==> config.mk <==
export PLATFORM = sky130hd
export DESIGN_NAME = axi_hbm_rd_dma_flat
export DESIGN_NICKNAME = d
export VERILOG_FILES = /design/src/rtl/axi_hbm_rd_dma_if.sv /design/src/rtl/axi_hbm_rd_dma.sv /design/src/flat_wrapper.sv
export SDC_FILE = /design/constraint.sdc
export NUM_CORES = 1
export LEC_CHECK = 0
export BUFFER_PORTS_ARGS = -buffer_cell sky130_fd_sc_hd__buf_2
export CORE_UTILIZATION = 35
export DETAILED_ROUTE_END_ITERATION = 6
export PLACE_DENSITY = 0.56
export SYNTH_ARGS = -nofsm -noshare
export SYNTH_HDL_FRONTEND = slang
export SYNTH_SLANG_ARGS = --single-unit
==> constraint.sdc <==
create_clock -name clk -period 4.7 [get_ports clk]
set_input_delay 0.235 -clock clk [delete_from_list [all_inputs] [get_ports clk]]
set_output_delay 0.235 -clock clk [all_outputs]
set_load 0.005 [all_outputs]
==> src/rtl/axi_hbm_rd_dma_if.sv <==
// Bus bundle for the HBM read DMA: descriptor input, AXI AR/R master, AXI-stream out.
// master: DMA side (drives desc_ready, AR request, rready, stream out).
// slave : environment side (drives descriptor, arready, R beats, tready).
interface axi_hbm_rd_dma_if #(
  parameter int unsigned DATA_WIDTH = 32,
  parameter int unsigned ADDR_WIDTH = 16,
  parameter int unsigned ID_WIDTH   = 8,
  parameter int unsigned LEN_WIDTH  = 16
);
  logic [ADDR_WIDTH-1:0] desc_addr;
  logic [LEN_WIDTH-1:0]  desc_len;
  logic                  desc_valid;
  logic                  desc_ready;

  logic [ID_WIDTH-1:0]   m_axi_arid;
  logic [ADDR_WIDTH-1:0] m_axi_araddr;
  logic [7:0]            m_axi_arlen;
  logic [2:0]            m_axi_arsize;
  logic [1:0]            m_axi_arburst;
  logic                  m_axi_arvalid;
  logic                  m_axi_arready;

  logic [DATA_WIDTH-1:0] m_axi_rdata;
  logic [1:0]            m_axi_rresp;
  logic                  m_axi_rlast;
  logic                  m_axi_rvalid;
  logic                  m_axi_rready;

  logic [DATA_WIDTH-1:0] m_axis_tdata;
  logic                  m_axis_tlast;
  logic                  m_axis_tvalid;
  logic                  m_axis_tready;

  modport master (
    input  desc_addr, desc_len, desc_valid,
    output desc_ready,
    output m_axi_arid, m_axi_araddr, m_axi_arlen, m_axi_arsize, m_axi_arburst, m_axi_arvalid,
    input  m_axi_arready,
    input  m_axi_rdata, m_axi_rresp, m_axi_rlast, m_axi_rvalid,
    output m_axi_rready,
    output m_axis_tdata, m_axis_tlast, m_axis_tvalid,
    input  m_axis_tready
  );

  modport slave (
    output desc_addr, desc_len, desc_valid,
    input  desc_ready,
    input  m_axi_arid, m_axi_araddr, m_axi_arlen, m_axi_arsize, m_axi_arburst, m_axi_arvalid,
    output m_axi_arready,
    output m_axi_rdata, m_axi_rresp, m_axi_rlast, m_axi_rvalid,
    input  m_axi_rready,
    input  m_axis_tdata, m_axis_tlast, m_axis_tvalid,
    output m_axis_tready
  );
endinterface

==> src/rtl/axi_hbm_rd_dma.sv <==
// Read-DMA master: splits a (start address, beat count) descriptor into INCR AR
// bursts (never crossing 4 KB) and streams R data out with tlast on the final beat.
// Ports: clk, rst_n (async active-low); bus (axi_hbm_rd_dma_if.master: descriptor,
// AXI AR/R, AXI-stream); done (1-cycle completion pulse); err (sticky rresp error);
// stat_beats / stat_stalls (saturating counters, built only with HBM_RD_DMA_STATS_EN).
module axi_hbm_rd_dma #(
  parameter int unsigned DATA_WIDTH      = 32,
  parameter int unsigned ADDR_WIDTH      = 16,
  parameter int unsigned ID_WIDTH        = 8,
  parameter int unsigned ARID_VAL        = 0,
  parameter int unsigned LEN_WIDTH       = 16,
  parameter int unsigned MAX_BURST_LEN   = 16,
  parameter int unsigned MAX_OUTSTANDING = 4
) (
  input  logic                   clk,
  input  logic                   rst_n,
  axi_hbm_rd_dma_if.master       bus,
  output logic                   done,
  output logic                   err,
  output logic [31:0]            stat_beats,
  output logic [31:0]            stat_stalls
);
  localparam int unsigned BYTES = DATA_WIDTH / 8;
  localparam int unsigned SZ    = $clog2(BYTES);
  localparam int unsigned CW    = LEN_WIDTH + 1;
  localparam int unsigned OW    = 4;

  typedef enum logic [1:0] {IDLE, ISSUE, DRAIN} state_t;

  state_t                state_q, state_d;
  logic [ADDR_WIDTH-1:0] addr_q;
  logic [CW-1:0]         rem_q, total_q, rcv_q;
  logic [OW-1:0]         outst_q;
  logic                  arvalid_q;
  logic [ADDR_WIDTH-1:0] araddr_q;
  logic [7:0]            arlen_q;
  logic                  desc_ready_q, done_q, err_q;

  logic        active, desc_hs, ar_hs, ar_load, r_hs, rlast_hs, last_beat;
  logic [31:0] page_beats, burst_beats;

  assign active    = (state_q != IDLE);
  assign desc_hs   = bus.desc_valid & desc_ready_q;
  assign ar_hs     = arvalid_q & bus.m_axi_arready;
  assign r_hs      = bus.m_axi_rvalid & bus.m_axi_rready;
  assign rlast_hs  = r_hs & bus.m_axi_rlast;
  assign last_beat = (rcv_q == total_q - CW'(1));
  assign ar_load   = (state_q == ISSUE) & ~arvalid_q & (rem_q != '0) &
                     (outst_q < OW'(MAX_OUTSTANDING));

  assign bus.desc_ready    = desc_ready_q;
  assign bus.m_axi_arid    = ID_WIDTH'(ARID_VAL);
  assign bus.m_axi_araddr  = araddr_q;
  assign bus.m_axi_arlen   = arlen_q;
  assign bus.m_axi_arsize  = 3'(SZ);
  assign bus.m_axi_arburst = 2'b01;
  assign bus.m_axi_arvalid = arvalid_q;

  // Zero-latency R -> stream pass-through, closed off while idle
  assign bus.m_axis_tvalid = bus.m_axi_rvalid & active;
  assign bus.m_axis_tdata  = bus.m_axi_rdata;
  assign bus.m_axis_tlast  = last_beat;
  assign bus.m_axi_rready  = bus.m_axis_tready & active;

  assign done = done_q;
  assign err  = err_q;

  // Next burst size: limited by remaining beats, max burst and the 4 KB page end
  always_comb begin
    page_beats  = 32'((13'h1000 - {1'b0, addr_q[11:0]}) >> SZ);
    burst_beats = 32'(rem_q);
    if (burst_beats > 32'(MAX_BURST_LEN)) burst_beats = 32'(MAX_BURST_LEN);
    if (burst_beats > page_beats)         burst_beats = page_beats;
  end

  // Next-state logic
  always_comb begin
    state_d = state_q;
    case (state_q)
      IDLE:    if (desc_hs) state_d = ISSUE;
      ISSUE:   if (ar_hs && (rem_q == CW'(arlen_q) + CW'(1))) state_d = DRAIN;
      DRAIN:   if (rcv_q == total_q) state_d = IDLE;
      default: state_d = IDLE;
    endcase
  end

  // State, descriptor bookkeeping and AR request registers
  always_ff @(posedge clk or negedge rst_n) begin
    if (!rst_n) begin
      state_q      <= IDLE;
      desc_ready_q <= 1'b0;
      done_q       <= 1'b0;
      err_q        <= 1'b0;
      addr_q       <= '0;
      rem_q        <= '0;
      total_q      <= '0;
      rcv_q        <= '0;
      outst_q      <= '0;
      arvalid_q    <= 1'b0;
      araddr_q     <= '0;
      arlen_q      <= '0;
    end else begin
      state_q      <= state_d;
      desc_ready_q <= (state_d == IDLE);
      done_q       <= r_hs & last_beat;
      if (desc_hs) begin
        addr_q  <= bus.desc_addr & ~ADDR_WIDTH'(BYTES - 1);
        rem_q   <= CW'(bus.desc_len) + CW'(1);
        total_q <= CW'(bus.desc_len) + CW'(1);
        rcv_q   <= '0;
        err_q   <= 1'b0;
      end else begin
        if (r_hs) begin
          rcv_q <= rcv_q + CW'(1);
          if (bus.m_axi_rresp != 2'b00) err_q <= 1'b1;
        end
        if (ar_load) begin
          arvalid_q <= 1'b1;
          araddr_q  <= addr_q;
          arlen_q   <= 8'(burst_beats - 32'd1);
        end else if (ar_hs) begin
          arvalid_q <= 1'b0;
          addr_q    <= addr_q + ADDR_WIDTH'((32'(arlen_q) + 32'd1) << SZ);
          rem_q     <= rem_q - (CW'(arlen_q) + CW'(1));
        end
      end
      // Simultaneous issue and burst completion leave the count unchanged
      case ({ar_hs, rlast_hs})
        2'b10:   outst_q <= outst_q + OW'(1);
        2'b01:   outst_q <= outst_q - OW'(1);
        default: outst_q <= outst_q;
      endcase
    end
  end

`ifdef HBM_RD_DMA_STATS_EN
  logic [31:0] beats_q, stalls_q;

  // Saturating beat / stall counters, cleared only by reset
  always_ff @(posedge clk or negedge rst_n) begin
    if (!rst_n) begin
      beats_q  <= '0;
      stalls_q <= '0;
    end else begin
      if (r_hs && (beats_q != 32'hFFFF_FFFF)) beats_q <= beats_q + 32'd1;
      if (bus.m_axis_tvalid && !bus.m_axis_tready && (stalls_q != 32'hFFFF_FFFF))
        stalls_q <= stalls_q + 32'd1;
    end
  end

  assign stat_beats  = beats_q;
  assign stat_stalls = stalls_q;
`else
  assign stat_beats  = '0;
  assign stat_stalls = '0;
`endif
endmodule

==> src/flat_wrapper.sv <==
// flat-port wrapper written by rule: the top's interface ports become plain ports
module axi_hbm_rd_dma_flat 
#(
  parameter int unsigned DATA_WIDTH      = 32,
  parameter int unsigned ADDR_WIDTH      = 16,
  parameter int unsigned ID_WIDTH        = 8,
  parameter int unsigned ARID_VAL        = 0,
  parameter int unsigned LEN_WIDTH       = 16,
  parameter int unsigned MAX_BURST_LEN   = 16,
  parameter int unsigned MAX_OUTSTANDING = 4
)
  (clk, rst_n, done, err, stat_beats, stat_stalls, bus_desc_addr, bus_desc_len, bus_desc_valid, bus_desc_ready, bus_m_axi_arid, bus_m_axi_araddr, bus_m_axi_arlen, bus_m_axi_arsize, bus_m_axi_arburst, bus_m_axi_arvalid, bus_m_axi_arready, bus_m_axi_rdata, bus_m_axi_rresp, bus_m_axi_rlast, bus_m_axi_rvalid, bus_m_axi_rready, bus_m_axis_tdata, bus_m_axis_tlast, bus_m_axis_tvalid, bus_m_axis_tready);
  axi_hbm_rd_dma_if #(.DATA_WIDTH(DATA_WIDTH), .ADDR_WIDTH(ADDR_WIDTH), .ID_WIDTH(ID_WIDTH), .LEN_WIDTH(LEN_WIDTH)) bus_i ();
  input  logic clk;
  input  logic rst_n;
  output logic done;
  output logic err;
  output logic [31:0] stat_beats;
  output logic [31:0] stat_stalls;
  input wire logic [$bits(bus_i.desc_addr)-1:0] bus_desc_addr;
  input wire logic [$bits(bus_i.desc_len)-1:0] bus_desc_len;
  input wire logic [$bits(bus_i.desc_valid)-1:0] bus_desc_valid;
  output wire logic [$bits(bus_i.desc_ready)-1:0] bus_desc_ready;
  output wire logic [$bits(bus_i.m_axi_arid)-1:0] bus_m_axi_arid;
  output wire logic [$bits(bus_i.m_axi_araddr)-1:0] bus_m_axi_araddr;
  output wire logic [$bits(bus_i.m_axi_arlen)-1:0] bus_m_axi_arlen;
  output wire logic [$bits(bus_i.m_axi_arsize)-1:0] bus_m_axi_arsize;
  output wire logic [$bits(bus_i.m_axi_arburst)-1:0] bus_m_axi_arburst;
  output wire logic [$bits(bus_i.m_axi_arvalid)-1:0] bus_m_axi_arvalid;
  input wire logic [$bits(bus_i.m_axi_arready)-1:0] bus_m_axi_arready;
  input wire logic [$bits(bus_i.m_axi_rdata)-1:0] bus_m_axi_rdata;
  input wire logic [$bits(bus_i.m_axi_rresp)-1:0] bus_m_axi_rresp;
  input wire logic [$bits(bus_i.m_axi_rlast)-1:0] bus_m_axi_rlast;
  input wire logic [$bits(bus_i.m_axi_rvalid)-1:0] bus_m_axi_rvalid;
  output wire logic [$bits(bus_i.m_axi_rready)-1:0] bus_m_axi_rready;
  output wire logic [$bits(bus_i.m_axis_tdata)-1:0] bus_m_axis_tdata;
  output wire logic [$bits(bus_i.m_axis_tlast)-1:0] bus_m_axis_tlast;
  output wire logic [$bits(bus_i.m_axis_tvalid)-1:0] bus_m_axis_tvalid;
  input wire logic [$bits(bus_i.m_axis_tready)-1:0] bus_m_axis_tready;
  assign bus_i.desc_addr = bus_desc_addr;
  assign bus_i.desc_len = bus_desc_len;
  assign bus_i.desc_valid = bus_desc_valid;
  assign bus_desc_ready = bus_i.desc_ready;
  assign bus_m_axi_arid = bus_i.m_axi_arid;
  assign bus_m_axi_araddr = bus_i.m_axi_araddr;
  assign bus_m_axi_arlen = bus_i.m_axi_arlen;
  assign bus_m_axi_arsize = bus_i.m_axi_arsize;
  assign bus_m_axi_arburst = bus_i.m_axi_arburst;
  assign bus_m_axi_arvalid = bus_i.m_axi_arvalid;
  assign bus_i.m_axi_arready = bus_m_axi_arready;
  assign bus_i.m_axi_rdata = bus_m_axi_rdata;
  assign bus_i.m_axi_rresp = bus_m_axi_rresp;
  assign bus_i.m_axi_rlast = bus_m_axi_rlast;
  assign bus_i.m_axi_rvalid = bus_m_axi_rvalid;
  assign bus_m_axi_rready = bus_i.m_axi_rready;
  assign bus_m_axis_tdata = bus_i.m_axis_tdata;
  assign bus_m_axis_tlast = bus_i.m_axis_tlast;
  assign bus_m_axis_tvalid = bus_i.m_axis_tvalid;
  assign bus_i.m_axis_tready = bus_m_axis_tready;
  axi_hbm_rd_dma #(.DATA_WIDTH(DATA_WIDTH), .ADDR_WIDTH(ADDR_WIDTH), .ID_WIDTH(ID_WIDTH), .ARID_VAL(ARID_VAL), .LEN_WIDTH(LEN_WIDTH), .MAX_BURST_LEN(MAX_BURST_LEN), .MAX_OUTSTANDING(MAX_OUTSTANDING)) u_core (.clk(clk), .rst_n(rst_n), .bus(bus_i), .done(done), .err(err), .stat_beats(stat_beats), .stat_stalls(stat_stalls));
endmodule
==> results.md <==
- Run status: completed
- Arrival time at the worst endpoint: 4.52 ns
- Nets: 991
- Post-CTS setup buffer count: 0
- PwrDens: 669.9 mW/mm²
- Worst setup path category: reg2reg
- Slew margin rel.: 47.98%
- Max incr delay on CP: 0.52 ns
- Core area: 0.02109 mm²
- Leakage: 3.633 nW
- Post-DP HPWL: 12910 µm
- Type of the tightest min-delay check: in2reg
- Slew Viols, Final: 0
- First-pass GRT wire length: 28200 µm
- Total routed wirelength: 17290 µm
- ANT cells: 0
- Worst Setup Start Kind: register
- Fmax achieved: 232.3 MHz
- Initial antenna violation count: 0
- Reg clk slew, reported paths: 0.08 ns
- Filler cells: 2185
- Layout cell share with drive strength beyond 1: 13.49%
- Tmin final: 4.305 ns
- Rows: 53
- Fraction of registers with async set or reset after synthesis: 100.0%
- Maximum vdd drop: 0.2736 mV
- Final critical-path share of the clock period: 91.60%
- #FFs+latches synth: 97
- Met1 Use GR: 23.44%
- Setup tns final: 0 ns
- Initial Util: 35.70%
- Mux cell area share after synthesis: 5.169%
- CTS buffer count: 9
- # Max-Cap Violations: 0
- Sequential fraction of the synthesis area: 32.24%
- Post-Synth Adder-Cell Area: 7.113%
- Clock root buffer: clkbuf_16
- Via count: 5651
- CTS H-Tree Depth: 3
- RSZ-0062 raised after global routing: false
- Clock Latency Late Sink: 0.36 ns
- Synth Area in XOR/XNOR: 11.87%
- EDFF count, synth: 0
- Library cells used by synthesis: 63
- Dominant synthesized flop cell: dfrtp_1
- Die ar.: 0.02210 mm²
- Largest net degree at the start of global routing: 52
- Setup crit end kind: register
- WL/cell: 14.95 µm
- Max Root-Sink Buffers: 2
- Fraction of the mapped netlist area in simple logic gates: 17.60%
- Worst path required time: 4.92 ns
- Final Hold Viols: 0
- Worst-Margin Slew: 0.7803 ns
- Detailed Routing Iterations Pass 1: 5
- R2R Setup Slk: 0.39 ns
- Clock skew: 0.01197 ns
- I/O Pins: 213
- Largest family of logic cells by synthesized area: simple AND/OR/NAND/NOR gates
- Worst hold slack: 0.08789 ns
- IO buf count: 67
- Global Route met2 Usage: 24.35%
- Setup-failing EPs final: 0
- Commonest non-fill, non-tap cells in the layout: 97 x dfrtp_1, 85 x conb_1, 68 x nand2_1
- DRC viols: 0
- Clock sink total: 97
- DR iter-0 viols: 335
- Most common cell after layout, fill and taps aside: dfrtp_1
- Antenna viol nets, final: 0
- M3 GR Usage: 3.006%
- Syn avg cell area: 8.836 µm²
- Via/cell ratio: 4.884
- Height of the chip: 148.7 µm
- Vias in the first global route: 5182
- Filler-free cell count of the finished design: 1157
- CP Max Fanout: 8
- CP Cell Sequence: or3_4 > nor4_4 > and4b_1 > inv_4 > ha_1 > nand4_1 > a21oi_1 > a211oi_1 > o22ai_1 > mux2_2 > ha_1 > and3_1 > mux2_1 > a311oi_1 > a21oi_1
- Compound-Gate Fraction of Synth Area: 10.74%
- Layout area overhead: 5.318%
- Congestion Overflow GR: 0
- Cells after DPL: 1140
- Gp weighted congestion: 0.8769
- Syn Inst Count: 852
- Critical-path top delay cell: and4b_1
- CTS tree: yes
- Gr usage total: 16.22%
- Post-synthesis cell area: 0.007528 mm²
- Most used routing layer: met2
- Ys Warns: 0
- Total power: 5.312 mW
- Die W: 148.7 µm
-- kinds of logic (layout without fill, tap and decap cells) --
family	Yosys count	in the layout
other cells	2	85
compound gates	132	132
mux	31	31
fa+ha+maj	41	41
simple gates	264	264
buf+inv	183	130
flops	97	97
xor+xnor	102	102
-- repair_timing --
action,CTS,global route
hold endpoints to repair,50,0
resized for setup,0,0
hold buffers,1,0
-- flip-flops by register name (all words and copies together), names as in the netlist --
signal	cells
u_core.done	1
u_core.bus.m_axi_araddr	14
u_core.rcv_q	17
u_core.err	1
u_core.outst_q	4
u_core.bus.m_axi_arvalid	1
u_core.rem_q	17
u_core.bus.desc_ready	1
u_core.state_q	2
u_core.total_q	17
u_core.addr_q	14
u_core.bus.m_axi_arlen	8
-- Yosys cell counts (all sizes together), types with 5 or more instances --
cell type | number | area (µm²)
a211oi | 7 | 52.55
a21o | 5 | 37.54
a21oi | 42 | 214.0
a31oi | 8 | 50.05
and2 | 6 | 40.03
and3 | 7 | 43.79
buf | 122 | 910.9
clkbuf | 22 | 82.58
dfrtp | 97 | 2427
ha | 38 | 475.5
inv | 38 | 145.1
mux2 | 18 | 259.0
mux2i | 13 | 130.1
nand2 | 68 | 255.2
nand3 | 31 | 155.2
nand4 | 21 | 131.4
nor2 | 67 | 251.5
nor3 | 23 | 115.1
nor3b | 6 | 45.04
nor4 | 14 | 123.9
o211ai | 6 | 45.04
o21a | 7 | 52.55
o21ai | 34 | 170.2
o22ai | 6 | 37.54
xnor2 | 44 | 385.4
xor2 | 58 | 508.0
-- metal layers --
layer / up-vias / wire length (µm)
met2: 185 / 7602
met3: 12 / 975
met4: 0 / 238
met1: 2675 / 8477
met5: - / 0
li1: 2779 / -
-- area by class of cell --
cell class	instances	area (µm²)	share of cell area, %
multi-input combinational	655	4279	53.97
sequential	97	2427	30.61
timing repair buffer	75	400.4	5.050
tap	275	344.1	4.340
clock buffer	10	239.0	3.014
inverter	39	148.9	1.878
clock inverter	6	90.09	1.136
-- where the power goes --
group | total [mW] | switching, mW | internal [mW]
registers | 1.62 | 0.449 | 1.17
logic | 2.86 | 1.55 | 1.32
clock network | 0.828 | 0.345 | 0.483
-- worst max-delay path: cells and delay by family (launching register included) --
family | cells | cell delay [ns]
compound gates | 5 | 0.94
fa+ha+maj | 2 | 0.58
buf+inv | 1 | 0.05
flops | 1 | 0.42
mux | 2 | 0.72
simple gates | 5 | 1.46
-- worst paths after layout --
kind	from	end	cells after the start
max	u_core.rem_q[10]$_DFFE_PN0P_	u_core.bus.m_axi_arlen[4]$_DFFE_PN0P_	15
min	bus_desc_addr[8]	u_core.addr_q[8]$_DFFE_PN0P_	3
max reg2reg	u_core.rem_q[10]$_DFFE_PN0P_	u_core.bus.m_axi_arlen[4]$_DFFE_PN0P_	15
min reg2reg	u_core.outst_q[3]$_DFFE_PN0P_	u_core.outst_q[3]$_DFFE_PN0P_	1
max in group asynchronous	rst_n	u_core.rcv_q[14]$_DFFE_PN0P_	3
min in group asynchronous	rst_n	u_core.rcv_q[3]$_DFFE_PN0P_	2
-- through the flow --
stage	worst slack, ns	utilization [%]	instance area, µm²
after global routing	0.1483	37.60	7929
after detailed placement	0.4127	35.99	7590
after CTS	0.4032	37.60	7929
after global placement	0.4502	35.99	7590
after floorplan	0.7259	-	7840
final	0.3950	37.60	7929
Note: power is estimated with default switching activity, not from simulation.
